==> config.mk <==
export PLATFORM = sky130hd
export DESIGN_NAME = ysyx_22050039_lsu
export DESIGN_NICKNAME = d
export VERILOG_FILES = /design/src/rtl/ysyx_22050039_lsu.sv
export SDC_FILE = /design/constraint.sdc
export NUM_CORES = 1
export LEC_CHECK = 0
export BUFFER_PORTS_ARGS = -buffer_cell sky130_fd_sc_hd__buf_2
export CELL_PAD_IN_SITES_DETAIL_PLACEMENT = 1
export CELL_PAD_IN_SITES_GLOBAL_PLACEMENT = 1
export CORE_ASPECT_RATIO = 0.9
export CORE_MARGIN = 1
export CORE_UTILIZATION = 34
export DETAILED_ROUTE_END_ITERATION = 8
export GPL_TIMING_DRIVEN = 0
export PLACE_DENSITY_LB_ADDON = 0.2
export SLEW_MARGIN = 20
export SYNTH_ARGS = -nofsm -noshare
export SYNTH_HDL_FRONTEND = slang
export SYNTH_SLANG_ARGS = --single-unit
==> constraint.sdc <==
create_clock -name clk -period 2.1 [get_ports clk]
set_input_delay 0.105 -clock clk [delete_from_list [all_inputs] [get_ports clk]]
set_output_delay 0.105 -clock clk [all_outputs]
set_load 0.01 [all_outputs]
==> src/rtl/ysyx_22050039_lsu.sv <==
// Load/store unit: one byte-lane-aligned access at a time on a valid/ready data bus.
// state | meaning: IDLE accept request | REQ bus request pending | WAIT awaiting rsp | RESP result to writeback
module ysyx_22050039_lsu #(
  parameter int XLEN = 64
) (
  input  logic            clk,
  input  logic            rst,
  input  logic            in_valid,
  output logic            in_ready,
  input  logic            in_wen,
  input  logic [1:0]      in_size,
  input  logic            in_unsigned,
  input  logic [XLEN-1:0] in_addr,
  input  logic [XLEN-1:0] in_wdata,
  output logic            mem_req_valid,
  input  logic            mem_req_ready,
  output logic [XLEN-1:0] mem_addr,
  output logic            mem_wen,
  output logic [XLEN-1:0] mem_wdata,
  output logic [7:0]      mem_wmask,
  input  logic            mem_rsp_valid,
  input  logic [XLEN-1:0] mem_rsp_data,
  output logic            out_valid,
  input  logic            out_ready,
  output logic [XLEN-1:0] out_rdata,
  output logic            out_err
);

  typedef enum logic [1:0] {IDLE, REQ, WAIT, RESP} state_e;

  state_e            state_q, state_d;
  logic              wen_q, wen_d;
  logic [1:0]        size_q, size_d;
  logic              uns_q, uns_d;
  logic [2:0]        off_q, off_d;
  logic [XLEN-1:0]   addr_q, addr_d;
  logic [XLEN-1:0]   wdata_q, wdata_d;
  logic [7:0]        wmask_q, wmask_d;
  logic [XLEN-1:0]   rdata_q, rdata_d;
  logic              err_q, err_d;

  logic              misal;
  logic [7:0]        base;
  logic [XLEN-1:0]   raw;
  logic [XLEN-1:0]   ext;

  always_comb begin
    unique case (in_size)
      2'd0:    begin base = 8'h01; misal = 1'b0; end
      2'd1:    begin base = 8'h03; misal = in_addr[0]; end
      2'd2:    begin base = 8'h0F; misal = |in_addr[1:0]; end
      default: begin base = 8'hFF; misal = |in_addr[2:0]; end
    endcase
  end

  // Right-justify the addressed lanes, then extend to XLEN.
  always_comb begin
    raw = mem_rsp_data >> {off_q, 3'b000};
    unique case (size_q)
      2'd0:    ext = uns_q ? {{(XLEN-8){1'b0}},  raw[7:0]}  : {{(XLEN-8){raw[7]}},   raw[7:0]};
      2'd1:    ext = uns_q ? {{(XLEN-16){1'b0}}, raw[15:0]} : {{(XLEN-16){raw[15]}}, raw[15:0]};
      2'd2:    ext = uns_q ? {{(XLEN-32){1'b0}}, raw[31:0]} : {{(XLEN-32){raw[31]}}, raw[31:0]};
      default: ext = raw;
    endcase
  end

  always_comb begin
    state_d       = state_q;
    wen_d         = wen_q;
    size_d        = size_q;
    uns_d         = uns_q;
    off_d         = off_q;
    addr_d        = addr_q;
    wdata_d       = wdata_q;
    wmask_d       = wmask_q;
    rdata_d       = rdata_q;
    err_d         = err_q;
    in_ready      = 1'b0;
    mem_req_valid = 1'b0;
    out_valid     = 1'b0;
    unique case (state_q)
      IDLE: begin
        in_ready = 1'b1;
        if (in_valid) begin
          wen_d   = in_wen;
          size_d  = in_size;
          uns_d   = in_unsigned;
          off_d   = in_addr[2:0];
          addr_d  = {in_addr[XLEN-1:3], 3'b000};
          wdata_d = in_wdata << {in_addr[2:0], 3'b000};
          wmask_d = in_wen ? (base << in_addr[2:0]) : 8'h00;
          rdata_d = '0;
          err_d   = misal;
          state_d = misal ? RESP : REQ;
        end
      end
      REQ: begin
        mem_req_valid = 1'b1;
        if (mem_req_ready) state_d = WAIT;
      end
      WAIT: begin
        if (mem_rsp_valid) begin
          rdata_d = wen_q ? '0 : ext;
          state_d = RESP;
        end
      end
      default: begin
        out_valid = 1'b1;
        if (out_ready) state_d = IDLE;
      end
    endcase
  end

  always_ff @(posedge clk or negedge rst) begin
    if (!rst) begin
      state_q <= IDLE;
      wen_q   <= 1'b0;
      size_q  <= 2'd0;
      uns_q   <= 1'b0;
      off_q   <= 3'd0;
      addr_q  <= '0;
      wdata_q <= '0;
      wmask_q <= 8'h00;
      rdata_q <= '0;
      err_q   <= 1'b0;
    end else begin
      state_q <= state_d;
      wen_q   <= wen_d;
      size_q  <= size_d;
      uns_q   <= uns_d;
      off_q   <= off_d;
      addr_q  <= addr_d;
      wdata_q <= wdata_d;
      wmask_q <= wmask_d;
      rdata_q <= rdata_d;
      err_q   <= err_d;
    end
  end

  assign mem_addr  = addr_q;
  assign mem_wen   = wen_q;
  assign mem_wdata = wdata_q;
  assign mem_wmask = wmask_q;
  assign out_rdata = rdata_q;
  assign out_err   = err_q;

endmodule

==> impl_results.md, run 1 <==
* Mean instance size in the synthesized netlist at a little over 10 sq um
* Classification of the worst setup path: register to register
* Clock Sinks at around 210
* Leak Pwr at between 7 and 8 nW
* Most used flip-flop cell after synthesis: sky130_fd_sc_hd__dfrtp_1
* Pwr per Cell Area at between 1000 and 1500 nW/um^2
* Via count of the first global-routing pass at about 12000
* Data required time of the critical path at around 2.5 ns
* Cell at the root of the clock tree: sky130_fd_sc_hd__clkbuf_16
* Chip Height at between 150 and 200 um
* Placement Setup Slack at -0.860 ns
* GP Congestion at about 0.94
* Sequential fraction of the synthesis area at approximately 47%
* Post-detail-place hpwl at ~36000 um
* Setup TNS at 0 ns
* Maximum count of clock buffers along a single path at 3
* Number of synthesized flops with an enable pin at 0
* Run status: complete, no violations
* Horizontal extent of the die at approximately 190 um
* Count of antenna-violating nets left after detailed routing at 0
* Initial antenna violation count at 2
* Initial core utilization at between 30 and 40%
* Count of state elements after synthesis at slightly above 200
* Mapped Cells at between 1000 and 1500
* Clock input transition at the sequential cells of the worst setup and hold paths at about 0.07 ns
* Fraction of registers with async set or reset after synthesis at between 90% and 100%
* Tightest slew margin relative to the limit at 51.5%
* Share of the synthesized area in the top cell type at 46.8%
* Worst-skew pair later-pin latency at 0.53 ns
* Post-synthesis cell type count at 51
* Total chip power at about 23 mW
* Switch share at between 40% and 50%
* Area share of xor/xnor cells in the synthesized design at 0%
* IO Pins at ~410
* Actual transition at the worst max-transition pin at between 0.7 and 0.8 ns
* Share of synthesized cell area in full adder, half adder and majority cells at 0.452%
* Sequential group share of total power at between 20% and 30%
* TritonCTS Buffers at 25
* Share of cells above drive strength 1 at between 40% and 50%
* Layout net count at roughly 1800
* Mapped cell area at about 11000 sq um
* Number of H-tree levels at 1
* Peak clock frequency supported by timing at 0.481 GHz
* Fill cells at roughly 3700
* Leading post-synthesis cells by instance count: sky130_fd_sc_hd__dfrtp_1, sky130_fd_sc_hd__nand2_1, sky130_fd_sc_hd__o21ai_0, sky130_fd_sc_hd__mux2i_1, sky130_fd_sc_hd__mux2_2
* Tightest hold margin at between 0.02 and 0.03 ns
* Cell-internal power at around 13 mW
* IO Port Bufs at roughly 400
* Clk_skew at 0.0190 ns
* Reported max-cap violation count at 0
* Gate power share at between 50% and 60%
* Worst Slack Setup Final at approximately 0.022 ns
* Number of warnings reported in the yosys synthesis log at 0
* Flop-to-flop setup slack at about 0.022 ns
* Worst setup EP type: register
* Cell types with the largest area share after synthesis: sky130_fd_sc_hd__dfrtp_1, sky130_fd_sc_hd__mux2_2, sky130_fd_sc_hd__mux2i_1
* Maximum number of pins on one net before global-route repair at 92
* Post-route DRC violation count at 0
* Std-Cell Core Area at around 32000 sq um
* Global-route total usage across every layer at between 20% and 30%
* Largest family of logic cells by synthesized area: multiplexers
* Arrival time at the worst endpoint at approximately 2.5 ns
* Min Tclk post-route at 2.08 ns
* Core occupancy in the finished layout at around 50%
* RSZ-0062 raised after global routing: true
* Detailed Route Iter0 Violations at about 620
* Clock network fraction of design power at 18.4%
* Clock tree from TritonCTS: yes
* Grt ovf at 0
* Drt first pass iters at 5
* Hold WC Path Type: input pin to register
* Placement Rows at 62
* Total routed wirelength at 48100 um
* Maximum ir drop on the vdd rail at ~0.67 mV
* Part of the cycle the worst path needs at between 90% and 100%
* Number of pins exceeding their max-slew limit in the final report at 0
* Average wire per cell in the routed design at ~23 um
* Total via count after detailed routing at 11111
* Setup violators final at 0
* Most used standard cell by instance count after synthesis: sky130_fd_sc_hd__dfrtp_1
* CP max FO at 10
* First-pass GRT wire length at between 70000 and 80000 um
* Type of origin of the critical path: register
* Psw at between 9 and 10 mW
* Area grow syn2layout at 42.3%
* Area enclosed by the die boundary at between 30000 and 40000 sq um
* Portion of netlist area occupied by mux cells at between 10% and 20%
* Basic-gate share of the synthesized area counting and, or, nand and nor cells at around a tenth
* Post-synth top area cell: sky130_fd_sc_hd__dfrtp_1
* Synth Area in Compound Gates at between 10% and 20%
* Post-detailed-route via-to-cell ratio at approximately 5.4
* Final Hold Violating Endpoints at 0
==> layer usage <==
layer,share of wire (%),vias up,global-route usage [%],routed length (um)
li1,-,4983,-,-
met1,43,5532,38.4,20700
met2,46,497,44.7,22200
met3,7.1,99,4.87,3420
met4,3.6,0,10.2,1740
met5,0,-,0,0
==> sequential cells by signal (all words and copies together) (netlist names) <==
signal / cells
uns_q: 1
out_rdata: 64
mem_wmask: 8
mem_addr: 61
size_q: 2
state_q: 2
off_q: 3
out_err: 1
mem_wdata: 64
mem_wen: 1
==> power groups by stage <==
stage / sequential [mW] / combinational [mW] / clock (mW)
final: 6.99 / 12.1 / 4.30
after global routing: 7.22 / 13.0 / 4.52
after CTS: 6.95 / 11.3 / 4.38
after detailed placement: 6.97 / 10.7 / 0
after global placement: 6.89 / 10.5 / 0
after floorplan: 7.63 / 5.42 / 0
==> worst max-delay path, stage by stage (launching register included) <==
cell and delay [ns]:
sky130_fd_sc_hd__dfrtp_1 0.44, sky130_fd_sc_hd__buf_4 0.23, sky130_fd_sc_hd__inv_1 0.18, sky130_fd_sc_hd__a211oi_4 0.34, sky130_fd_sc_hd__o41ai_4 0.11, sky130_fd_sc_hd__nor3_4 0.22
sky130_fd_sc_hd__buf_12 0.16, sky130_fd_sc_hd__buf_4 0.16, sky130_fd_sc_hd__o21ai_1 0.08
==> logic make-up (layout without fill, tap and decap cells) <==
family,count (synthesis),in the layout
buffers and inverters,103,638
adders and majority gates,4,4
AOI/OAI and AO/OA,320,320
other,1,5
and+or+nand+nor,259,259
muxes,197,197
DFF,207,207
==> placed cells by master, fill, tap and decap left out, drive strengths merged, types with 10 or more instances in the layout <==
cell type | Yosys | final
dlygate4sd3 | 0 | 78
a22o | 26 | 26
a22oi | 18 | 18
dfrtp | 207 | 207
a21oi | 36 | 36
a221o | 13 | 13
buf | 34 | 452
o31ai | 10 | 10
a211oi | 29 | 29
mux2i | 99 | 99
nor2b | 20 | 20
nand2 | 151 | 151
mux2 | 93 | 93
clkbuf | 61 | 95
nor2 | 59 | 59
o21ai | 140 | 140
==> worst paths after layout <==
kind,startpoint,to,cells after the start
hold reg to reg,mem_wdata[56],mem_wdata[56],2
setup / recovery,off_q[2],out_rdata[44],8
max in group asynchronous,rst,mem_wdata[58],3
setup reg to reg,off_q[2],out_rdata[44],8
min in group asynchronous,rst,out_rdata[13],2
hold / removal,mem_rsp_data[58],out_rdata[58],3
==> per-stage QoR <==
stage,instance area (sq um),instances
floorplan,11100,1093
global placement,13600,1910
detailed placement,13700,1912
CTS,15500,2034
global route,15700,2046
finish,15700,2046
==> cell type report <==
type / count / area, sq um / share of cell area, %
diodes: 2 / 5.00 / 0.0318
inverters: 8 / 30.0 / 0.191
clock inverters: 5 / 75.1 / 0.477
multi-input cells: 783 / 5680 / 36.1
flip-flops and latches: 207 / 5180 / 32.9
well taps: 416 / 520 / 3.31
repair buffers: 494 / 2980 / 18.9
plain buffers: 92 / 557 / 3.54
clock buffers: 39 / 718 / 4.56
==> what timing repair did <==
item                                   CTS  global route
pin swaps                                4             5
setup endpoints to repair              205            80
gates cloned                             0             2
hold buffers                            78             0
endpoints found under the hold margin  247             0
setup buffers                            2             9
resized for setup                       83            45
(Power assumes the default switching activity.)
==> run 2: changes to the inputs <==
Settings changed: PLACE_DENSITY set to 0.8, PLACE_DENSITY_LB_ADDON 0.2 to not set.
==> impl_results.md, run 2 (synthesis results as in run 1) <==
* Part of the cycle the worst path needs at 99.0%
* Horizontal extent of the die at between 150 and 200 um
* Tightest slew margin relative to the limit at between 50% and 60%
* Area grow syn2layout at 45.5%
* Post-detailed-route via-to-cell ratio at between 5 and 6
* Std-Cell Core Area at between 30000 and 40000 sq um
* First-pass GRT wire length at about 76000 um
* Setup TNS at 0 ns
* Post-route DRC violation count at 0
* Chip Height at 173 um
* Global-route total usage across every layer at 30.2%
* Grt ovf at 0
* Arrival time at the worst endpoint at 2.52 ns
* IO Pins at 407
* Peak clock frequency supported by timing at 0.481 GHz
* Post-detail-place hpwl at about 38000 um
* Reported max-cap violation count at 0
* Final Hold Violating Endpoints at 0
* Type of origin of the critical path: register
* Run status: complete, no violations
* Share of cells above drive strength 1 at between 40% and 50%
* Maximum number of pins on one net before global-route repair at 88
* Placement Rows at 62
* RSZ-0062 raised after global routing: true
* Classification of the worst setup path: register to register
* CP max FO at 10
* Clk_skew at between 0.015 and 0.02 ns
* Number of H-tree levels at 1
* Worst setup EP type: register
* Area enclosed by the die boundary at around 33000 sq um
* Min Tclk post-route at between 2 and 2.5 ns
* Detailed-route wire length on metal 1 at slightly below 20000 um
* Clock tree from TritonCTS: yes
* Metal3 WL at around 3600 um
* Worst Slack Setup Final at about 0.022 ns
* Initial core utilization at around a third
* Most frequent standard cell in the layout excluding fill and tap cells: sky130_fd_sc_hd__buf_2
* IO Port Bufs at about 400
* Average wire per cell in the routed design at 25.1 um
* Clock Sinks at a little over 200
* Top routing layer in use: met5
* Total length of routed met2 wires at ~25000 um
* Via count of the first global-routing pass at about 12000
* Setup violators final at 0
* Count of antenna-violating nets left after detailed routing at 0
* Pwr per Cell Area at ~1500 nW/um^2
* Hold WC Path Type: input pin to register
* Clock input transition at the sequential cells of the worst setup and hold paths at about 0.060 ns
* Actual transition at the worst max-transition pin at 0.708 ns
* Top library cells by usage in the layout, fill and taps aside: sky130_fd_sc_hd__buf_2, sky130_fd_sc_hd__dfrtp_1, sky130_fd_sc_hd__nand2_1
* Placement Setup Slack at -0.790 ns
* Maximum count of clock buffers along a single path at 3
* Number of pins exceeding their max-slew limit in the final report at 0
* Cell at the root of the clock tree: sky130_fd_sc_hd__clkbuf_16
* Detailed Route Iter0 Violations at between 500 and 600
* Maximum ir drop on the vdd rail at ~0.85 mV
* Worst-skew pair later-pin latency at roughly 0.54 ns
* Drt first pass iters at 5
* Data required time of the critical path at 2.54 ns
* TritonCTS Buffers at 25
* Layout net count at roughly 1800
* Leak Pwr at 7.85 nW
* GP Congestion at 0.982
* Total routed wirelength at just over 50000 um
* Total via count after detailed routing at around 11000
* Initial antenna violation count at 3
[run 2: what timing repair did]
item,4_1_cts,5_1_grt
cloned,1,0
pin swaps,8,7
gates resized for setup,91,67
buffers inserted,6,14
hold buffers,82,0
setup endpoints to repair,205,118
hold endpoints to repair,221,0
[run 2: routing by layer]
metal	global-route usage (%)	up-vias
met5	0	-
met4	14.5	2
met3	5.44	134
met2	52.1	547
met1	36.0	5632
li1	-	5007
[run 2: final cells by class]
| type | count | area (sq um) |
|---|---|---|
| fillers | 3643 | 15900 |
| repair buffers | 504 | 3060 |
| well taps | 416 | 520 |
| inverters | 8 | 33.8 |
| flip-flops and latches | 207 | 5180 |
| diodes | 2 | 5.00 |
| clock buffers | 31 | 678 |
| clock inverters | 14 | 220 |
| plain buffers | 90 | 552 |
| multi-input cells | 783 | 5840 |
[run 2: path summary, 6_finish.rpt]
| check | from | to | slack [ns] | cells after the start |
|---|---|---|---|---|
| setup / recovery | off_q[0] | out_rdata[59] | 0.02 | 8 |
| hold / removal | in_addr[1] | mem_wdata[9] | 0.02 | 3 |
| setup reg to reg | off_q[0] | out_rdata[59] | 0.02 | 8 |
| hold reg to reg | mem_wmask[1] | mem_wmask[1] | 0.48 | 2 |
| max in group asynchronous | rst | off_q[0] | 0.87 | 4 |
| min in group asynchronous | rst | out_rdata[48] | 0.04 | 2 |
[run 2: critical path, cell delays in order, from the launching register on]
cell and delay, ns:
sky130_fd_sc_hd__dfrtp_2 0.45, sky130_fd_sc_hd__nor2_1 0.12, sky130_fd_sc_hd__clkbuf_4 0.22, sky130_fd_sc_hd__and2_4 0.18, sky130_fd_sc_hd__nor4_4 0.43, sky130_fd_sc_hd__nor3_4 0.10, sky130_fd_sc_hd__buf_12 0.16, sky130_fd_sc_hd__buf_12 0.15
sky130_fd_sc_hd__o31ai_2 0.21
[run 2: metrics by stage]
| step | total power [mW] | cell area [sq um] | hold slack [ns] | instances | util (%) |
|---|---|---|---|---|---|
| after floorplan | 13.0 | 11100 | -0.191 | 1093 | - |
| after global placement | 17.4 | 13600 | 0.337 | 1910 | 42.6 |
| after detailed placement | 17.8 | 13700 | 0.0128 | 1912 | 42.8 |
| after CTS | 23.5 | 15700 | 0.00104 | 2044 | 49.3 |
| after global routing | 25.6 | 16100 | 0.0219 | 2054 | 50.4 |
| final | 24.4 | 16100 | 0.0232 | 2055 | 50.4 |
[run 2: power breakdown]
group          leakage (nW)  total, mW  internal, mW  switching [mW]
Clock                 0.437       4.84          2.92            1.92
Combinational          4.76       12.5          5.27            7.22
Sequential             2.66       7.10          5.82            1.27
==> run 3: changes to the inputs <==
Settings changed: PLACE_DENSITY 0.8 to 0.75.
==> impl_results.md, run 3 (synthesis results as in run 1) <==
* Run status: complete, but fails checks
* Violations in the final reports: setup timing
* Maximum ir drop on the vdd rail at 1.06 mV
* Post-detail-place hpwl at between 30000 and 40000 um
* Initial core utilization at 34.6%
* Leak Pwr at 7.80 nW
* Peak clock frequency supported by timing at about 0.48 GHz
* Depth of the worst register-to-register path at 9
* Post-detailed-route via-to-cell ratio at around 5.5
* Cell-internal power at roughly 14 mW
* Gate power share at a little over half
* Most frequent standard cell in the layout excluding fill and tap cells: sky130_fd_sc_hd__buf_2
* Setup violators final at 1
* Inserted Diodes at 0
* First-pass GRT wire length at roughly 74000 um
* Worst-skew pair later-pin latency at between 0.5 and 0.6 ns
* Clock Sinks at 207
* Sequential group share of total power at 29.7%
* Critical Path Stages at 9
* Type of origin of the critical path: register
* Final Hold Violating Endpoints at 0
* Area grow syn2layout at 44.1%
* Slowest stage delay, CP at roughly 0.46 ns
* Arrival time at the worst endpoint at approximately 2.5 ns
* Grt ovf at 0
* Number of H-tree levels at 1
* Placement Rows at 62
* Via count of the first global-routing pass at between 10000 and 15000
* Detailed Route Iter0 Violations at 758
* Clk_skew at 0.0193 ns
* Combined buffer and inverter count along the critical path at 4
* Average wire per cell in the routed design at between 20 and 25 um
* Cell at the root of the clock tree: sky130_fd_sc_hd__clkbuf_16
* Fill cells at around 3700
* Drt first pass iters at 5
* Placed inst area at around 14000 sq um
* Family with the most delay on the worst path: buffers and inverters
* Initial antenna violation count at 0
* Maximum count of clock buffers along a single path at 3
* Switch share at a little over two fifths
* Worst setup EP type: register
* Actual transition at the worst max-transition pin at ~0.90 ns
* Psw at between 10 and 15 mW
* Count of antenna-violating nets left after detailed routing at 0
* Total routed wirelength at 50100 um
* Classification of the worst setup path: register to register
* Min Tclk post-route at 2.10 ns
* Detailed-route wire length on metal 1 at ~20000 um
* Post-route DRC violation count at 0
* Layout net count at roughly 1800
* Worst path cell trace: nor2b_1 -> clkbuf_4 -> o2bb2ai_4 -> nor4_4 -> buf_4 -> nor3_4 -> buf_6 -> buf_12 -> o31ai_4
* Total non-filler cell area in the finished layout at about 16000 sq um
* Worst Slack Setup Final at -0.000390 ns
* Total via count after detailed routing at 11288
* Chip Height at approximately 170 um
* Pwr per Cell Area at around 1500 nW/um^2
* Data required time of the critical path at about 2.5 ns
* Top routing layer in use: met4
* Tightest slew margin relative to the limit at approximately two fifths
* Metal3 WL at 3640 um
* Total chip power at about 24 mW
* Total length of routed met2 wires at between 20000 and 25000 um
* Hold WC Path Type: input pin to register
* Clock network fraction of design power at between 15 and 20%
* Critical Path Slowest Stage Cell: sky130_fd_sc_hd__dfrtp_2
* Area enclosed by the die boundary at 33300 sq um
* Reported max-cap violation count at 0
* Part of the cycle the worst path needs at 100%
* Global-route total usage across every layer at 29.4%
* RSZ-0062 raised after global routing: true
* Maximum number of pins on one net before global-route repair at between 90 and 100
* Number of pins exceeding their max-slew limit in the final report at 0
* Top library cells by usage in the layout, fill and taps aside: sky130_fd_sc_hd__buf_2, sky130_fd_sc_hd__dfrtp_1, sky130_fd_sc_hd__nand2_1
* Clock input transition at the sequential cells of the worst setup and hold paths at approximately 0.060 ns
* Share of cells above drive strength 1 at between 40% and 50%
* Clock tree from TritonCTS: yes
* IO Pins at 407
* Worst Hold Depth at 5
* IO Port Bufs at 401
* TritonCTS Buffers at 24
* GP Congestion at around 0.96
* Std-Cell Core Area at 32000 sq um
* CP max FO at 10
* Horizontal extent of the die at approximately 190 um
run 3: layout make-up:
class | count | area (sq um) | share of cell area, %
clock inverters | 11 | 123 | 0.769
flip-flops and latches | 207 | 5180 | 32.5
clock buffers | 31 | 647 | 4.06
repair buffers | 499 | 3040 | 19.1
plain buffers | 91 | 577 | 3.62
well taps | 416 | 520 | 3.27
multi-input cells | 785 | 5820 | 36.5
inverters | 8 | 33.8 | 0.212
run 3: worst paths after layout:
kind	startpoint	end	slack, ns
setup / recovery	off_q[0]	out_rdata[57]	-0.0004
hold / removal	in_wdata[22]	mem_wdata[38]	0.02
setup reg to reg	off_q[0]	out_rdata[57]	-0.0004
hold reg to reg	mem_wmask[1]	mem_wmask[1]	0.48
max in group asynchronous	rst	off_q[0]	0.79
min in group asynchronous	rst	out_rdata[19]	0.06
run 3: repair_timing:
| item | CTS | global route |
|---|---|---|
| hold buffers | 78 | 0 |
| cloned | 1 | 3 |
| endpoints found under the hold margin | 206 | 0 |
| gates resized for setup | 95 | 60 |
| setup endpoints to repair | 205 | 106 |
| buffers inserted | 7 | 10 |
| pin swaps | 6 | 11 |
run 3: tightest hold or removal path, stage by stage:
cell,delay [ns]
sky130_fd_sc_hd__buf_2,0.10
sky130_fd_sc_hd__mux2i_1,0.09
sky130_fd_sc_hd__nor2_1,0.09
sky130_fd_sc_hd__o21ai_0,0.09
sky130_fd_sc_hd__nand2_1,0.05
run 3: metal layers:
layer / vias to the layer above / global-route usage [%]
met2: 555 / 50.0
li1: 4994 / -
met1: 5633 / 36.4
met5: - / 0
met4: 0 / 11.3
met3: 106 / 5.70
run 3: power groups by stage:
stage               logic [mW]  clock network [mW]  registers [mW]
CTS                       11.6                4.30            7.02
detailed placement        10.7                   0            7.03
global route              13.3                4.43            7.28
finish                    12.5                4.21            7.07
floorplan                 5.42                   0            7.63
global placement          10.5                   0            6.96
run 3: stage by stage:
| step | std cells | util (%) | setup TNS [ns] | hold slack, ns | setup WS [ns] |
|---|---|---|---|---|---|
| after global placement | 1910 | 42.6 | -671.22 | 0.337 | -2.80 |
| after global routing | 2048 | 49.9 | -0.553 | 0.0369 | -0.0718 |
| after detailed placement | 1912 | 42.8 | -100.51 | 0.00818 | -0.732 |
| after floorplan | 1093 | - | 0 | -0.191 | 0.0317 |
| after CTS | 2038 | 48.8 | -0.0709 | 0.00261 | -0.0385 |
| final | 2048 | 49.9 | -0.000390 | 0.0223 | -0.000390 |
